==> src/rtl/regfile_read_arbiter_pkg.sv <==
// regfile_read_arbiter_pkg: FSM state encoding and default widths for the register-file read arbiter
package regfile_arb_pkg;
  localparam int ADDR_W_DEF = 5;
  localparam int DATA_W_DEF = 32;
  typedef enum logic [1:0] {IDLE = 2'd0, READ = 2'd1, RESP = 2'd2} state_t;
endpackage

==> src/rtl/regfile_read_arbiter_if.sv <==
// regfile_read_arbiter_if: request, read-port and response signals; slave is the arbiter side
interface regfile_read_arbiter_if import regfile_arb_pkg::*; #(
  parameter int NUM_REQ = 4,
  parameter int ADDR_W  = ADDR_W_DEF,
  parameter int DATA_W  = DATA_W_DEF
) ();
  localparam int ID_W = $clog2(NUM_REQ);
  logic [NUM_REQ-1:0]        req_valid;
  logic [NUM_REQ*ADDR_W-1:0] req_addr;
  logic [NUM_REQ-1:0]        req_ready;
  logic [ADDR_W-1:0]         rf_sel;
  logic [DATA_W-1:0]         rf_data;
  logic                      rsp_valid;
  logic [ID_W-1:0]           rsp_id;
  logic [DATA_W-1:0]         rsp_data;
  logic                      rsp_ready;
  modport slave (input req_valid, req_addr, rf_data, rsp_ready,
                 output req_ready, rf_sel, rsp_valid, rsp_id, rsp_data);
  modport master (output req_valid, req_addr, rf_data, rsp_ready,
                  input req_ready, rf_sel, rsp_valid, rsp_id, rsp_data);
endinterface

==> src/rtl/regfile_read_arbiter_picker.sv <==
// rr_priority_picker: combinational round-robin pick, searching from ptr_i+1 modulo N
module rr_priority_picker #(
  parameter int N = 4,
  parameter int W = $clog2(N)
) (
  input  logic [N-1:0] valid_i,
  input  logic [W-1:0] ptr_i,
  output logic [N-1:0] grant_o,
  output logic [W-1:0] idx_o
);
  logic         found;
  logic [W-1:0] c;
  always_comb begin
    grant_o = '0;
    idx_o = '0;
    found = 1'b0;
    c = '0;
    for (int i = 1; i <= N; i++) begin
      c = W'((int'(ptr_i) + i) % N);
      if (!found && valid_i[c]) begin
        found = 1'b1;
        grant_o[c] = 1'b1;
        idx_o = c;
      end
    end
  end
endmodule

==> src/rtl/regfile_read_arbiter.sv <==
// regfile_read_arbiter: round-robin sharing of one register-file read port among NUM_REQ requesters.
// Optional ZERO_REG_BYPASS_EN answers index-0 reads with zero directly, skipping the mux read.
module regfile_read_arbiter import regfile_arb_pkg::*; #(
  parameter int NUM_REQ = 4,
  parameter int ADDR_W  = ADDR_W_DEF,
  parameter int DATA_W  = DATA_W_DEF
) (
  input logic clk,
  input logic reset,
  regfile_read_arbiter_if.slave bus
);
  localparam int ID_W = $clog2(NUM_REQ);
`ifdef ZERO_REG_BYPASS_EN
  localparam bit BYPASS = 1'b1;
`else
  localparam bit BYPASS = 1'b0;
`endif
  state_t             state_q;
  logic [ID_W-1:0]    rr_ptr_q, rsp_id_q, win_idx;
  logic [NUM_REQ-1:0] win_gnt;
  logic [ADDR_W-1:0]  rf_sel_q, win_addr;
  logic [DATA_W-1:0]  rsp_data_q;
  logic               rsp_valid_q, accept;
  rr_priority_picker #(.N(NUM_REQ), .W(ID_W)) u_pick (
    .valid_i(bus.req_valid),
    .ptr_i  (rr_ptr_q),
    .grant_o(win_gnt),
    .idx_o  (win_idx)
  );
  assign win_addr = bus.req_addr[win_idx*ADDR_W +: ADDR_W];
  assign accept = (state_q == IDLE) && (|bus.req_valid);
  assign bus.req_ready = (state_q == IDLE) ? win_gnt : '0;
  assign bus.rf_sel = rf_sel_q;
  assign bus.rsp_valid = rsp_valid_q;
  assign bus.rsp_id = rsp_id_q;
  assign bus.rsp_data = rsp_data_q;
  // rf_sel only moves on a mux-path acceptance so the tree settles for the whole READ cycle
  always_ff @(posedge clk or posedge reset) begin
    if (reset) begin
      state_q <= IDLE;
      rr_ptr_q <= ID_W'(NUM_REQ - 1);
      rf_sel_q <= '0;
      rsp_valid_q <= 1'b0;
      rsp_id_q <= '0;
      rsp_data_q <= '0;
    end else begin
      case (state_q)
        IDLE: if (accept) begin
          rsp_id_q <= win_idx;
          rr_ptr_q <= win_idx;
          if (BYPASS && win_addr == '0) begin
            rsp_data_q <= '0;
            rsp_valid_q <= 1'b1;
            state_q <= RESP;
          end else begin
            rf_sel_q <= win_addr;
            state_q <= READ;
          end
        end
        READ: begin
          rsp_data_q <= bus.rf_data;
          rsp_valid_q <= 1'b1;
          state_q <= RESP;
        end
        RESP: if (bus.rsp_ready) begin
          rsp_valid_q <= 1'b0;
          state_q <= IDLE;
        end
        default: state_q <= IDLE;
      endcase
    end
  end
endmodule

==> src/flat_wrapper.sv <==
// flat-port wrapper written by rule: the top's interface ports become plain ports
module regfile_read_arbiter_flat import regfile_arb_pkg::*;
#(
  parameter int NUM_REQ = 4,
  parameter int ADDR_W  = ADDR_W_DEF,
  parameter int DATA_W  = DATA_W_DEF
)
  (clk, reset, bus_req_valid, bus_req_addr, bus_rf_data, bus_rsp_ready, bus_req_ready, bus_rf_sel, bus_rsp_valid, bus_rsp_id, bus_rsp_data);
  regfile_read_arbiter_if #(.NUM_REQ(NUM_REQ), .ADDR_W(ADDR_W), .DATA_W(DATA_W)) bus_i ();
  input logic clk;
  input logic reset;
  input wire logic [$bits(bus_i.req_valid)-1:0] bus_req_valid;
  input wire logic [$bits(bus_i.req_addr)-1:0] bus_req_addr;
  input wire logic [$bits(bus_i.rf_data)-1:0] bus_rf_data;
  input wire logic [$bits(bus_i.rsp_ready)-1:0] bus_rsp_ready;
  output wire logic [$bits(bus_i.req_ready)-1:0] bus_req_ready;
  output wire logic [$bits(bus_i.rf_sel)-1:0] bus_rf_sel;
  output wire logic [$bits(bus_i.rsp_valid)-1:0] bus_rsp_valid;
  output wire logic [$bits(bus_i.rsp_id)-1:0] bus_rsp_id;
  output wire logic [$bits(bus_i.rsp_data)-1:0] bus_rsp_data;
  assign bus_i.req_valid = bus_req_valid;
  assign bus_i.req_addr = bus_req_addr;
  assign bus_i.rf_data = bus_rf_data;
  assign bus_i.rsp_ready = bus_rsp_ready;
  assign bus_req_ready = bus_i.req_ready;
  assign bus_rf_sel = bus_i.rf_sel;
  assign bus_rsp_valid = bus_i.rsp_valid;
  assign bus_rsp_id = bus_i.rsp_id;
  assign bus_rsp_data = bus_i.rsp_data;
  regfile_read_arbiter #(.NUM_REQ(NUM_REQ), .ADDR_W(ADDR_W), .DATA_W(DATA_W)) u_core (.clk(clk), .reset(reset), .bus(bus_i));
endmodule
==> config.mk <==
export PLATFORM = sky130hd
export DESIGN_NAME = regfile_read_arbiter_flat
export DESIGN_NICKNAME = d
export VERILOG_FILES = /design/src/rtl/regfile_read_arbiter_pkg.sv /design/src/rtl/regfile_read_arbiter_if.sv /design/src/rtl/regfile_read_arbiter_picker.sv /design/src/rtl/regfile_read_arbiter.sv /design/src/flat_wrapper.sv
export SDC_FILE = /design/constraint.sdc
export NUM_CORES = 1
export LEC_CHECK = 0
export BUFFER_PORTS_ARGS = -buffer_cell sky130_fd_sc_hd__buf_2
export CAP_MARGIN = 20
export CORE_ASPECT_RATIO = 2
export CORE_MARGIN = 4
export CORE_UTILIZATION = 52
export DETAILED_ROUTE_END_ITERATION = 8
export PLACE_DENSITY = 0.9
export REMOVE_ABC_BUFFERS = 1
export SLEW_MARGIN = 15
export SYNTH_ARGS = -nofsm -noshare
export SYNTH_HDL_FRONTEND = slang
export SYNTH_SLANG_ARGS = --single-unit
==> constraint.sdc <==
create_clock -name clk -period 4.6 [get_ports clk]
set_input_delay 0.23 -clock clk [delete_from_list [all_inputs] [get_ports clk]]
set_output_delay 0.23 -clock clk [all_outputs]
set_load 0.02 [all_outputs]
==> results.txt, run 1 <==
----------------------------------------------------
[Run status]
  Run status ... finished clean

[STA]
  Setup TNS ... 0 ns
  Final Skew ... 0.003886 ns
  Unrepaired setup endpoints after global routing ... false
  Final clock period utilization by the worst path ... about three quarters
  Post-route setup slack ... between 1 and 1.5 ns
  Slew Viols, Final ... 0
  Max Fclk ... approximately 280 MHz
  Fin. Hold Viols ... 0
  Fin Hold WS ... approximately 0.061 ns
  Final-report setup violation count ... 0
  Max-slew headroom at the worst pin ... between 50% and 60%
  Slew at the pin closest to its max-slew limit ... ~0.7 ns
  Time the worst path needs with I/O delays and setup ... ~3.5 ns

[Pwr]
  Part of the power in the clock network ... roughly an eighth
  Worst voltage drop across the vdd grid ... 0.0004504 V
  Internal cell power ... roughly 1.5 mW
  Sequential group share of total power ... between 20% and 30%
  Net Sw Power ... approximately 1.2 mW
  Leakage power figure ... approximately 1.5 nW
  Net Sw Frac ... ~45%
  P per Cell Area ... between 800 and 900 nW/um^2
  Logic pwr share ... about three fifths

[Drt]
  Routed via count ... 2228
  Antenna-violating nets left ... 0
  Total length of routed wires ... a little under 7 mm
  Routed wirelength normalized by instance count ... between 15 and 20 um
  1st-pass router iterations ... 4
  Mean number of vias per cell ... between 5 and 6
  Iteration-0 DRC Markers ... 64
  DRC violations left ... 0

[Die]
  Initial cell density of the core ... 54.42%
  Std cell rows ... 35
  Core area ... roughly 4600 sq um
  Die height ... 106.6 um
  I/O pin cnt ... just over 100
  Die Outline Area ... 6105 sq um
  Chip width ... 57.29 um

[Cells and area]
  Number of nets in the finished design ... 392
  Storage cell area ... approximately 1100 sq um
  Most common cell after layout, fill and taps aside ... buf_2
  Most used cells in the layout excluding fill and tap cells ... 102 x buf_2, 42 x dfrtp_1, 34 x mux2_2
  Utilization after layout ... about two thirds
  Area taken by multi-input logic gates ... roughly 1300 sq um
  Area growth syn-to-layout ... 25.66%
  Fillcell total ... between 300 and 400
  ANT cells ... 0
  Fraction of final layout cells sized beyond drive strength 1 ... slightly below 50%

[CTS]
  Number of sinks on the clock net ... 44
  Clock root buffer ... clkbuf_8
  CTS buffer count ... 5
  Total number of H-tree levels ... 2
  Total of cells resized after clock tree synthesis ... 0
  Latest clock arrival within the worst-skew pair ... 0.29 ns
  CTS max path bufs ... 2
  Number of buffers inserted for hold repair after clock tree synthesis ... 0
  Clock-pin slew on the worst setup and hold paths ... approximately 0.080 ns
  Clock tree from TritonCTS ... yes
  Buffer count from post-CTS setup fixing ... 0

[Logic synthesis]
  Number of cells produced by synthesis ... 231
  Sequential area share after synthesis ... 43.68%
  EDFF count, synth ... 0
  Number of flip-flops and latches in the synthesized netlist ... 44
  Synthesized area divided by synthesized cell count ... between 10 and 15 sq um
  Cell variety after synth ... 39
  Area of the mapped netlist ... 2526 sq um
  Synthesis Warnings ... 0
  Synth Flop Type ... dfrtp_1
  Share of synthesized registers carrying an async set or reset ... between 90% and 100%

[Setup path]
  Critical Path Max Stage Delay ... roughly 0.53 ns
  Required time worst endpoint ... 4.37 ns
  Delay-heaviest family, CP ... buffers and inverters
  Cell with the largest stage delay on the worst path ... dfstp_2
  Type of element capturing the critical path ... output pin
  Setup Crit Path Kind ... flop to output pin
  Endpoint arrival time on the critical path ... around 3.3 ns
  Crit Path Max Fanout ... 32
  Buffer and inverter count on the worst path ... 3
  Critical path depth in cells ... 10
  Number of cell instances on the worst register-to-register path ... 9
  Series of cell instances along the critical path ... buf_4 > inv_1 > ha_1 > mux4_2 > nor2b_4 > a22oi_1 > nor2_1 > a221oi_1 > nor3_1 > buf_2
  Critical path startpoint category ... flop

[Global route]
  GR Util All Layers ... a little under a quarter
  Leftover overflow at the end of global routing ... 0
  Largest net degree at the start of global routing ... between 40 and 50
  Number of antenna violations at the first check in global routing ... 0
  Vias in the first global route ... approximately 2200
  First-pass GRT wire length ... roughly 11 mm

[Job]
  Max-capacitance violation count ... 0

[Place]
  Routability cong. ... 0.8265
  # port buffers ... between 100 and 150
  Final HPWL DP ... roughly 5.4 mm
  Post-placement setup slack ... about 1.3 ns

[Hold path]
  Worst Hold Class ... input pin to asynchronous set/reset pin

----------------------------------------------------
power groups by stage:
stage	clock network (mW)	logic, mW	registers [mW]
finish	0.344	1.60	0.734
global route	0.365	1.73	0.760
CTS	0.348	1.61	0.734
detailed placement	0	1.60	0.739
global placement	0	1.53	0.710
floorplan	0	0.883	0.976
layout make-up:
type,count,share of cell area [%]
clock buffer,6,2.286
inverter,6,0.7095
sequential,44,34.77
tap,55,2.168
timing repair buffer,105,16.79
multi-input combinational,163,41.39
clock inverter,2,1.892
cells in the mapped netlist (2+ instances only):
cell type	n	share of area, %
a21oi_1	2	0.40
a221oi_1	6	2.1
a22oi_1	4	1.2
and4_1	2	0.69
buf_2	7	1.4
clkbuf_1	8	1.2
dfrtp_1	42	42
dfstp_2	2	2.1
ha_1	8	4.0
inv_1	6	0.89
mux2_2	34	15
mux2i_1	12	4.8
mux4_2	3	2.7
nand2_1	24	3.6
nor2_1	11	1.6
nor2b_1	6	1.5
nor3_1	16	3.2
o21ai_0	7	1.4
o221ai_1	5	1.7
o32ai_1	5	1.7
or2_2	2	0.50
or3_1	2	0.50
stage by stage:
step           area (sq um)  cells  power, mW
2_1_floorplan          2437    213      1.859
3_3_place_gp           3042    373      2.244
3_5_place_dp           3042    373      2.340
4_1_cts                3174    381      2.692
5_1_grt                3174    381      2.857
6_report               3174    381      2.679
sequential cells by signal, indices dropped and copies added (netlist names):
register              flops
u_core.state_q            2
u_core.bus.rsp_data      32
u_core.bus.rsp_valid      1
u_core.rr_ptr_q           2
u_core.bus.rf_sel         5
u_core.bus.rsp_id         2
path summary, 6_finish.rpt:
| kind | start | to | slack [ns] |
|---|---|---|---|
| setup / recovery | u_core.rr_ptr_q[0] | bus_req_ready[0] | 1.06 |
| hold / removal | reset | u_core.bus.rsp_data[24] | 0.06 |
| setup reg to reg | u_core.rr_ptr_q[0] | u_core.bus.rf_sel[4] | 1.25 |
| hold reg to reg | u_core.bus.rf_sel[2] | u_core.bus.rf_sel[2] | 0.49 |
| max in group asynchronous | reset | u_core.rr_ptr_q[1] | 4.16 |
| min in group clk | bus_rf_data[4] | u_core.bus.rsp_data[4] | 0.16 |
tightest hold or removal path, delay by kind of cell:
family | cells | cell delay (ns)
buffers and inverters | 3 | 0.58
kinds of logic (layout without fill, tap and decap cells):
group / Yosys count / in the layout / synth area share (%)
and+or+nand+nor: 68 / 68 / 13.57
muxes: 49 / 49 / 22.59
DFF: 44 / 44 / 43.69
AOI/OAI and AO/OA: 37 / 37 / 11.44
buffers and inverters: 24 / 119 / 4.408
adders and majority gates: 8 / 8 / 3.963
xor gates and xnor gates: 1 / 1 / 0.3468
layer usage:
layer | GRT usage, % | part of all wire, %
met2 | 43.13 | 56
met3 | 4.337 | 7.9
met4 | 12.11 | 3.8
met5 | 0 | 0
met1 | 23.02 | 33
Note: power is estimated with default switching activity, not from simulation.
==> run 2, diff against run 1 <==
- ABC_AREA: unset -> 1
- CORE_UTILIZATION: 52 -> 47
- PLACE_DENSITY: 0.9 -> 0.84
- clock period: 4.6 -> 3.5 ns (I/O delays scaled with it)
==> run 2 against run 1 <==
Power increased by 28%. Clock-buffer cell count is the same. Hold slack worse by 0.053 ns. Combinational power rose by 32%. Register-to-register slack worse by 0.56 ns. Critical path depth increased by 2.
==> results.txt, run 2 <==
----------------------------------------------------
[Run status]
  Run status ... finished clean (unchanged)

[Drt]
  Iteration-0 DRC Markers ... 93 (was 64)
  Antenna-violating nets left ... 0 (unchanged)
  Routed via count ... 2354 (was 2228)
  Total length of routed wires ... 6.222 mm (was 6.851 mm)
  Routed wirelength normalized by instance count ... 13.44 um (was 17.98 um)
  DRC violations left ... 0 (unchanged)
  Mean number of vias per cell ... 5.084 (was 5.848)
  1st-pass router iterations ... 5 (was 4)

[CTS]
  Number of buffers inserted for hold repair after clock tree synthesis ... 0 (unchanged)
  CTS max path bufs ... 2 (unchanged)
  Latest clock arrival within the worst-skew pair ... 0.29 ns (about the same)
  Total of cells resized after clock tree synthesis ... 0 (unchanged)
  CTS buffer count ... 5 (unchanged)
  Number of sinks on the clock net ... 44 (unchanged)
  Clock-pin slew on the worst setup and hold paths ... 0.08 ns (about the same)
  Clock root buffer ... clkbuf_8 (unchanged)
  Total number of H-tree levels ... 2 (unchanged)
  Buffer count from post-CTS setup fixing ... 0 (unchanged)
  Clock tree from TritonCTS ... yes (unchanged)

[Setup path]
  Series of cell instances along the critical path ... inv_6 > ha_1 > inv_1 > nand3_2 > nand2_4 > nor2_8 > nand4_1 > nand2_2 > nand2_1 > nand3_1 > nand3_1 > nand2_1 (was buf_4 > inv_1 > ha_1 > mux4_2 > nor2b_4 > a22oi_1 > nor2_1 > a221oi_1 > nor3_1 > buf_2)
  Cell with the largest stage delay on the worst path ... dfstp_2 (unchanged)
  Number of cell instances on the worst register-to-register path ... 12 (was 9)
  Setup Crit Path Kind ... flop to flop (was flop to output pin)
  Type of element capturing the critical path ... flop (was output pin)
  Critical Path Max Stage Delay ... 0.71 ns (was 0.53 ns)
  Endpoint arrival time on the critical path ... 3.04 ns (was 3.31 ns)
  Reg2Reg Launch Point ... u_core.rr_ptr_q[0] (unchanged)
  Crit Path Max Fanout ... 12 (was 32)
  Critical path startpoint category ... flop (unchanged)
  Required time worst endpoint ... 3.74 ns (was 4.37 ns)
  Setup slack of the most critical reg-to-reg path ... 0.69 ns (was 1.25 ns)
  Worst r2r dst ... u_core.bus.rf_sel[4] (unchanged)

[Pwr]
  Worst voltage drop across the vdd grid ... 0.0006603 V (was 0.0004504 V)
  Leakage power figure ... 1.779 nW (was 1.525 nW)
  Total power consumption of the routed design ... 3.439 mW (was 2.679 mW)
  Logic pwr share ... 61.5% (was 59.8%)
  Part of the power in the clock network ... 11.1% (was 12.8%)
  Sequential group share of total power ... 27.4% (about the same)
  Net Sw Frac ... 51.95% (was 44.59%)
  P per Cell Area ... 1151 nW/um^2 (was 843.9 nW/um^2)
  Internal cell power ... 1.652 mW (was 1.484 mW)
  Net Sw Power ... 1.787 mW (was 1.195 mW)

[Die]
  Chip width ... 57.93 um (was 57.29 um)
  Core area ... 4865 sq um (was 4642 sq um)
  Die height ... 107.9 um (was 106.6 um)
  Std cell rows ... 36 (was 35)
  I/O pin cnt ... 103 (unchanged)
  Die Outline Area ... 6248 sq um (was 6105 sq um)
  Initial cell density of the core ... 48.17% (was 54.42%)

[STA]
  Max-slew headroom at the worst pin ... 38.26% (was 53.39%)
  Slew at the pin closest to its max-slew limit ... 0.9251 ns (was 0.6945 ns)
  Unrepaired setup endpoints after global routing ... false (unchanged)
  Slew Viols, Final ... 0 (unchanged)
  Setup TNS ... 0 ns (unchanged)
  Final Skew ... 0.005405 ns (was 0.003886 ns)
  Fin Hold WS ... 0.008187 ns (was 0.06098 ns)
  Max Fclk ... roughly 360 MHz
  Final clock period utilization by the worst path ... ~80%
  Time the worst path needs with I/O delays and setup ... roughly 2.8 ns
  Fin. Hold Viols ... 0 (unchanged)
  Final-report setup violation count ... 0 (unchanged)

[Hold path]
  Worst Hold Class ... input pin to asynchronous set/reset pin (unchanged)

[Place]
  Final HPWL DP ... 4.873 mm (was 5.445 mm)
  # port buffers ... 102 (unchanged)
  Routability cong. ... 0.8761 (was 0.8265)

[Logic synthesis]
  Portion of synthesized cell area occupied by the leading cell type ... 44.85% (was 41.60%)
  Most common cell in the netlist ... nand2_1 (was dfrtp_1)
  Synthesized area divided by synthesized cell count ... 7.684 sq um (was 10.94 sq um)
  Area of the mapped netlist ... 2343 sq um (was 2526 sq um)
  Area leader, netlist ... dfrtp_1 (unchanged)
  Leading cell types by total area after synthesis ... dfrtp_1 45%, nand2_1 24%, nand3_1 6.8%, ha_1 4.3%, inv_1 3.2% (was dfrtp_1 42%, mux2_2 15%, mux2i_1 4.8%, ha_1 4.0%, nand2_1 3.6%)
  Sequential area share after synthesis ... 47.09% (was 43.68%)
  Cell variety after synth ... 28 (was 39)
  Number of flip-flops and latches in the synthesized netlist ... 44 (unchanged)
  EDFF count, synth ... 0 (unchanged)
  Commonest cells in the synthesized netlist ... 149 x nand2_1, 42 x dfrtp_1, 32 x nand3_1 (was 42 x dfrtp_1, 34 x mux2_2, 24 x nand2_1)
  Synth Flop Type ... dfrtp_1 (unchanged)
  Synthesis Warnings ... 0 (unchanged)
  Number of cells produced by synthesis ... 305 (was 231)
  Share of synthesized registers carrying an async set or reset ... 100.0% (unchanged)

[Cells and area]
  Fraction of final layout cells sized beyond drive strength 1 ... 32.76% (was 48.16%)
  ANT cells ... 0 (unchanged)
  Fillcell total ... 463 (was 351)
  Most common cell after layout, fill and taps aside ... nand2_1 (was buf_2)
  Number of nets in the finished design ... 472 (was 392)
  Largest register FFs ... 32 (unchanged)
  Area growth syn-to-layout ... 27.55% (was 25.66%)
  Most used cells in the layout excluding fill and tap cells ... 149 x nand2_1, 102 x buf_2, 42 x dfrtp_1 (was 102 x buf_2, 42 x dfrtp_1, 34 x mux2_2)

[Global route]
  First-pass GRT wire length ... 10.18 mm (was 10.84 mm)
  GR Util All Layers ... 20.74% (was 23.03%)
  Vias in the first global route ... 2338 (was 2241)
  Number of antenna violations at the first check in global routing ... 0 (unchanged)
  Leftover overflow at the end of global routing ... 0 (unchanged)
  Largest net degree at the start of global routing ... 45 (unchanged)

[Job]
  Max-capacitance violation count ... 0 (unchanged)

----------------------------------------------------
run 2: changes by cell type after synthesis, moves of 5 or more:
cell,before,now
nor3_1,16,0
buf_2,7,1
nor2b_1,6,0
o32ai_1,5,0
a221oi_1,6,0
mux2_2,34,0
mux2i_1,12,0
inv_1,6,20
nor2_1,11,5
nand3_1,0,32
nand2_2,0,5
nand2_1,24,149
run 2: critical path, delay by kind of cell (launching register included):
kind | cells | cell delay (ns)
flops | 1 | 0.71
simple gates | 9 | 1.50
fa+ha+maj | 1 | 0.36
buf+inv | 2 | 0.17
run 2: metal layers:
| metal | track usage [%] | vias up | share of wire (%) |
|---|---|---|---|
| li1 | - | 1159 | - |
| met1 | 22.66 | 1073 | 35 |
| met2 | 36.33 | 103 | 55 |
| met3 | 5.042 | 19 | 6.5 |
| met4 | 9.950 | 0 | 3.6 |
| met5 | 0 | - | 0 |
run 2: power by group through the flow:
stage          sequential [mW]  clock [mW]  combinational [mW]
2_1_floorplan             1.21           0                1.23
3_3_place_gp             0.942           0                2.07
3_5_place_dp             0.947           0                2.14
4_1_cts                  0.944       0.393                2.13
5_1_grt                  0.974       0.412                2.38
6_report                 0.941       0.382                2.12
run 2: logic make-up after synthesis:
group / count (synthesis) / share of synthesized area, %
AO/OA/AOI/OAI: 14 / 4.005
adder cells (fa/ha/maj): 8 / 4.271
buffers and inverters: 35 / 6.674
flip-flops: 44 / 47.09
AND/OR/NAND/NOR: 204 / 37.96
run 2: stage by stage:
step,utilization (%),cells,area (sq um),setup slack [ns]
finish,61.45,463,2989,0.6945
global route,61.45,463,2989,0.4514
CTS,61.45,463,2989,0.7250
detailed placement,59.23,455,2882,0.7478
global placement,59.23,455,2882,0.8830
floorplan,-,294,2282,1.022
run 2: worst max-delay path by stage:
stage | startpoint | end | slack, ns | depth (start not counted)
floorplan | u_core.state_q[1] | u_core.bus.rsp_data[0] | 1.02 | 4
global placement | u_core.rr_ptr_q[0] | u_core.bus.rf_sel[0] | 0.88 | 12
detailed placement | u_core.rr_ptr_q[0] | u_core.bus.rf_sel[4] | 0.75 | 12
CTS | u_core.rr_ptr_q[0] | bus_req_ready[2] | 0.73 | 13
global route | u_core.rr_ptr_q[1] | u_core.bus.rf_sel[4] | 0.45 | 12
finish | u_core.rr_ptr_q[0] | u_core.bus.rf_sel[4] | 0.69 | 12
run 2: cell type report:
cell class,instances,area (sq um),area share [%]
Tap cell,57,71.32,2.386
Multi-Input combinational cell,226,1086,36.33
Inverter,24,95.09,3.181
Clock inverter,2,35.03,1.172
Clock buffer,6,72.57,2.428
Timing Repair Buffer,104,525.5,17.58
Sequential cell,44,1104,36.92
==> run 3, diff against run 2 <==
- ABC_AREA: 1 -> 0
- CORE_UTILIZATION: 47 -> 48
- PLACE_DENSITY: 0.84 -> 0.85
- clock period: 3.5 -> 2.8 ns (I/O delays scaled with it)
==> run 3 against run 2 <==
Clock power grew 47%. Register-to-register slack got worse by 0.40 ns. Non-clock buffer count grew 10. Flip-flop and latch count unchanged. Cell area increased by 9.5%. Via count fell by 7.2%. Clock-buffer cell count did not move. Combinational power grew 29%. Largest power group unchanged.
==> results.txt, run 3 (synthesized netlist as in run 1, its figures left out) <==
----------------------------------------------------
[Run status]
  Run status ... finished clean (unchanged)

[Drt]
  Total length of routed wires ... 6.414 mm (was 6.222 mm)
  Routed wirelength normalized by instance count ... 16.32 um (was 13.44 um)
  1st-pass router iterations ... 4 (was 5)
  Antenna-violating nets left ... 0 (unchanged)
  Iteration-0 DRC Markers ... 65 (was 93)
  Mean number of vias per cell ... 5.557 (was 5.084)
  DRC violations left ... 0 (unchanged)
  Routed via count ... 2184 (was 2354)

[CTS]
  Clock-pin slew on the worst setup and hold paths ... 0.08 ns (about the same)
  Number of sinks on the clock net ... 44 (unchanged)
  Clock tree from TritonCTS ... yes (unchanged)
  Latest clock arrival within the worst-skew pair ... 0.30 ns (was 0.29 ns)
  CTS max path bufs ... 2 (unchanged)
  Total number of H-tree levels ... 2 (unchanged)
  Clock root buffer ... clkbuf_8 (unchanged)
  CTS buffer count ... 5 (unchanged)

[STA]
  Max Fclk ... between 300 and 400 MHz
  Slew Viols, Final ... 0 (unchanged)
  Time the worst path needs with I/O delays and setup ... roughly 2.6 ns
  Final Skew ... 0.006258 ns (was 0.005405 ns)
  Unrepaired setup endpoints after global routing ... false (unchanged)
  Max-slew headroom at the worst pin ... 70.56% (was 38.26%)
  Fin. Hold Viols ... 0 (unchanged)
  Final-report setup violation count ... 0 (unchanged)
  Final clock period utilization by the worst path ... roughly 93%
  Slew at the pin closest to its max-slew limit ... 0.4411 ns (was 0.9251 ns)

[Setup path]
  Setup Crit Path Kind ... flop to output pin (was flop to flop)
  Number of cell instances on the worst register-to-register path ... 7 (was 12)
  Endpoint arrival time on the critical path ... 2.46 ns (was 3.04 ns)
  Required time worst endpoint ... 2.66 ns (was 3.74 ns)
  Type of element capturing the critical path ... output pin (was flop)
  Critical path startpoint category ... flop (unchanged)
  Crit Path Max Fanout ... 22 (was 12)

[Die]
  I/O pin cnt ... 103 (unchanged)
  Die height ... 110.6 um (was 107.9 um)
  Chip width ... 59.30 um (was 57.93 um)
  Core area ... 5139 sq um (was 4865 sq um)
  Std cell rows ... 37 (was 36)
  Die Outline Area ... 6558 sq um (was 6248 sq um)
  Initial cell density of the core ... 49.16% (was 48.17%)

[Cells and area]
  Fraction of final layout cells sized beyond drive strength 1 ... 49.55% (was 32.76%)
  Number of cells in the finished layout apart from fillers ... 393 (was 463)
  Area growth syn-to-layout ... 29.52% (was 27.55%)
  Number of nets in the finished design ... 401 (was 472)
  Most common cell after layout, fill and taps aside ... buf_2 (was nand2_1)
  Largest register FFs ... 32 (unchanged)
  Most used cells in the layout excluding fill and tap cells ... 102 x buf_2, 42 x dfrtp_1, 34 x mux2_2 (was 149 x nand2_1, 102 x buf_2, 42 x dfrtp_1)
  Fillcell total ... 396 (was 463)
  ANT cells ... 0 (unchanged)

[Pwr]
  Worst voltage drop across the vdd grid ... 0.001016 V (was 0.0006603 V)
  Net Sw Power ... 1.942 mW (was 1.787 mW)
  Net Sw Frac ... 43.38% (was 51.95%)
  Leakage power figure ... 1.572 nW (was 1.779 nW)
  Internal cell power ... 2.535 mW (was 1.652 mW)
  Total power consumption of the routed design ... 4.477 mW (was 3.439 mW)
  Part of the power in the clock network ... 12.6% (was 11.1%)
  Sequential group share of total power ... 26.1% (was 27.4%)
  P per Cell Area ... 1368 nW/um^2 (was 1151 nW/um^2)
  Logic pwr share ... 61.3% (was 61.5%)

[Place]
  # placed instances ... 383 (was 455)
  Routability cong. ... 0.7789 (was 0.8761)
  # port buffers ... 102 (unchanged)
  Final HPWL DP ... 5.017 mm (was 4.873 mm)

[Global route]
  Largest net degree at the start of global routing ... 34 (was 45)
  GR Util All Layers ... 19.36% (was 20.74%)
  Number of antenna violations at the first check in global routing ... 0 (unchanged)
  Leftover overflow at the end of global routing ... 0 (unchanged)
  Vias in the first global route ... 2196 (was 2338)
  First-pass GRT wire length ... 10.03 mm (was 10.18 mm)

[Hold path]
  Worst hold path depth ... 2
  Worst Hold Class ... input pin to flop (was input pin to asynchronous set/reset pin)

[Job]
  Max-capacitance violation count ... 0 (unchanged)

----------------------------------------------------
## run 3: changes by cell type in the layout (fill, tap and decap cells not counted), moves of 12 or more
cell     change
mux2_2      +34
mux2i_1     +12
nor3_1      +16
nand3_1     -32
inv_1       -13
nand2_1    -125
## run 3: critical path: stages (launching register included)
cell      delay (ns)
dfstp_2         0.56
buf_6           0.22
mux4_2          0.54
nor2b_4         0.17
a22oi_1         0.16
nor2_1          0.06
a221oi_1        0.23
nor3_1          0.07
buf_2           0.16
## run 3: metrics by stage
step	setup TNS, ns	util, %	area (sq um)	hold slack, ns	setup WS (ns)
2_1_floorplan	-2.202	-	2437	0.2917	-0.2291
3_3_place_gp	0	60.29	3098	0.3744	0.3040
3_5_place_dp	0	60.29	3098	0.3756	0.2389
4_1_cts	0	62.87	3231	0.05690	0.09483
5_1_grt	0	63.67	3272	0.05408	0.05235
6_report	0	63.67	3272	0.06546	0.1978
## run 3: routing by layer
| metal | GRT usage, % | part of all wire (%) | vias to the layer above |
|---|---|---|---|
| met5 | 0 | 0 | - |
| met4 | 10.59 | 2.6 | 0 |
| met3 | 2.690 | 9.1 | 12 |
| met2 | 35.06 | 54 | 88 |
| met1 | 19.91 | 34 | 1037 |
| li1 | - | - | 1047 |
## run 3: final cells by class
type / instances / area [sq um] / area share, %
Inverter: 6 / 22.52 / 0.6883
Multi-Input combinational cell: 163 / 1326 / 40.54
Sequential cell: 44 / 1104 / 33.73
Timing Repair Buffer: 114 / 614.3 / 18.78
Clock buffer: 6 / 72.57 / 2.218
Tap cell: 58 / 72.57 / 2.218
Clock inverter: 2 / 60.06 / 1.836
## run 3: timing repair
| item | 4_1_cts | 5_1_grt |
|---|---|---|
| hold buffers | 0 | 1 |
| endpoints found under the hold margin | 0 | 9 |
| setup endpoints to repair | 0 | 4 |
| gates resized for setup | 0 | 3 |
| setup buffers | 0 | 0 |
## run 3: worst paths after layout
kind	start	to	slack [ns]
worst max-delay path	u_core.rr_ptr_q[0]	bus_req_ready[3]	0.20
worst min-delay path	bus_rf_data[20]	u_core.bus.rsp_data[20]	0.07
worst max register to register	u_core.rr_ptr_q[0]	u_core.bus.rf_sel[0]	0.29
worst min register to register	u_core.bus.rsp_id[0]	u_core.bus.rsp_id[0]	0.49
max in group asynchronous	reset	u_core.bus.rsp_data[21]	1.83
min in group asynchronous	reset	u_core.bus.rsp_data[15]	0.38
## run 3: power groups by stage
| stage | clock network (mW) | logic [mW] | registers (mW) |
|---|---|---|---|
| after floorplan | 0 | 1.45 | 1.60 |
| after global placement | 0 | 2.62 | 1.15 |
| after detailed placement | 0 | 2.71 | 1.18 |
| after CTS | 0.572 | 2.71 | 1.17 |
| after global routing | 0.598 | 2.97 | 1.21 |
| final | 0.562 | 2.74 | 1.17 |
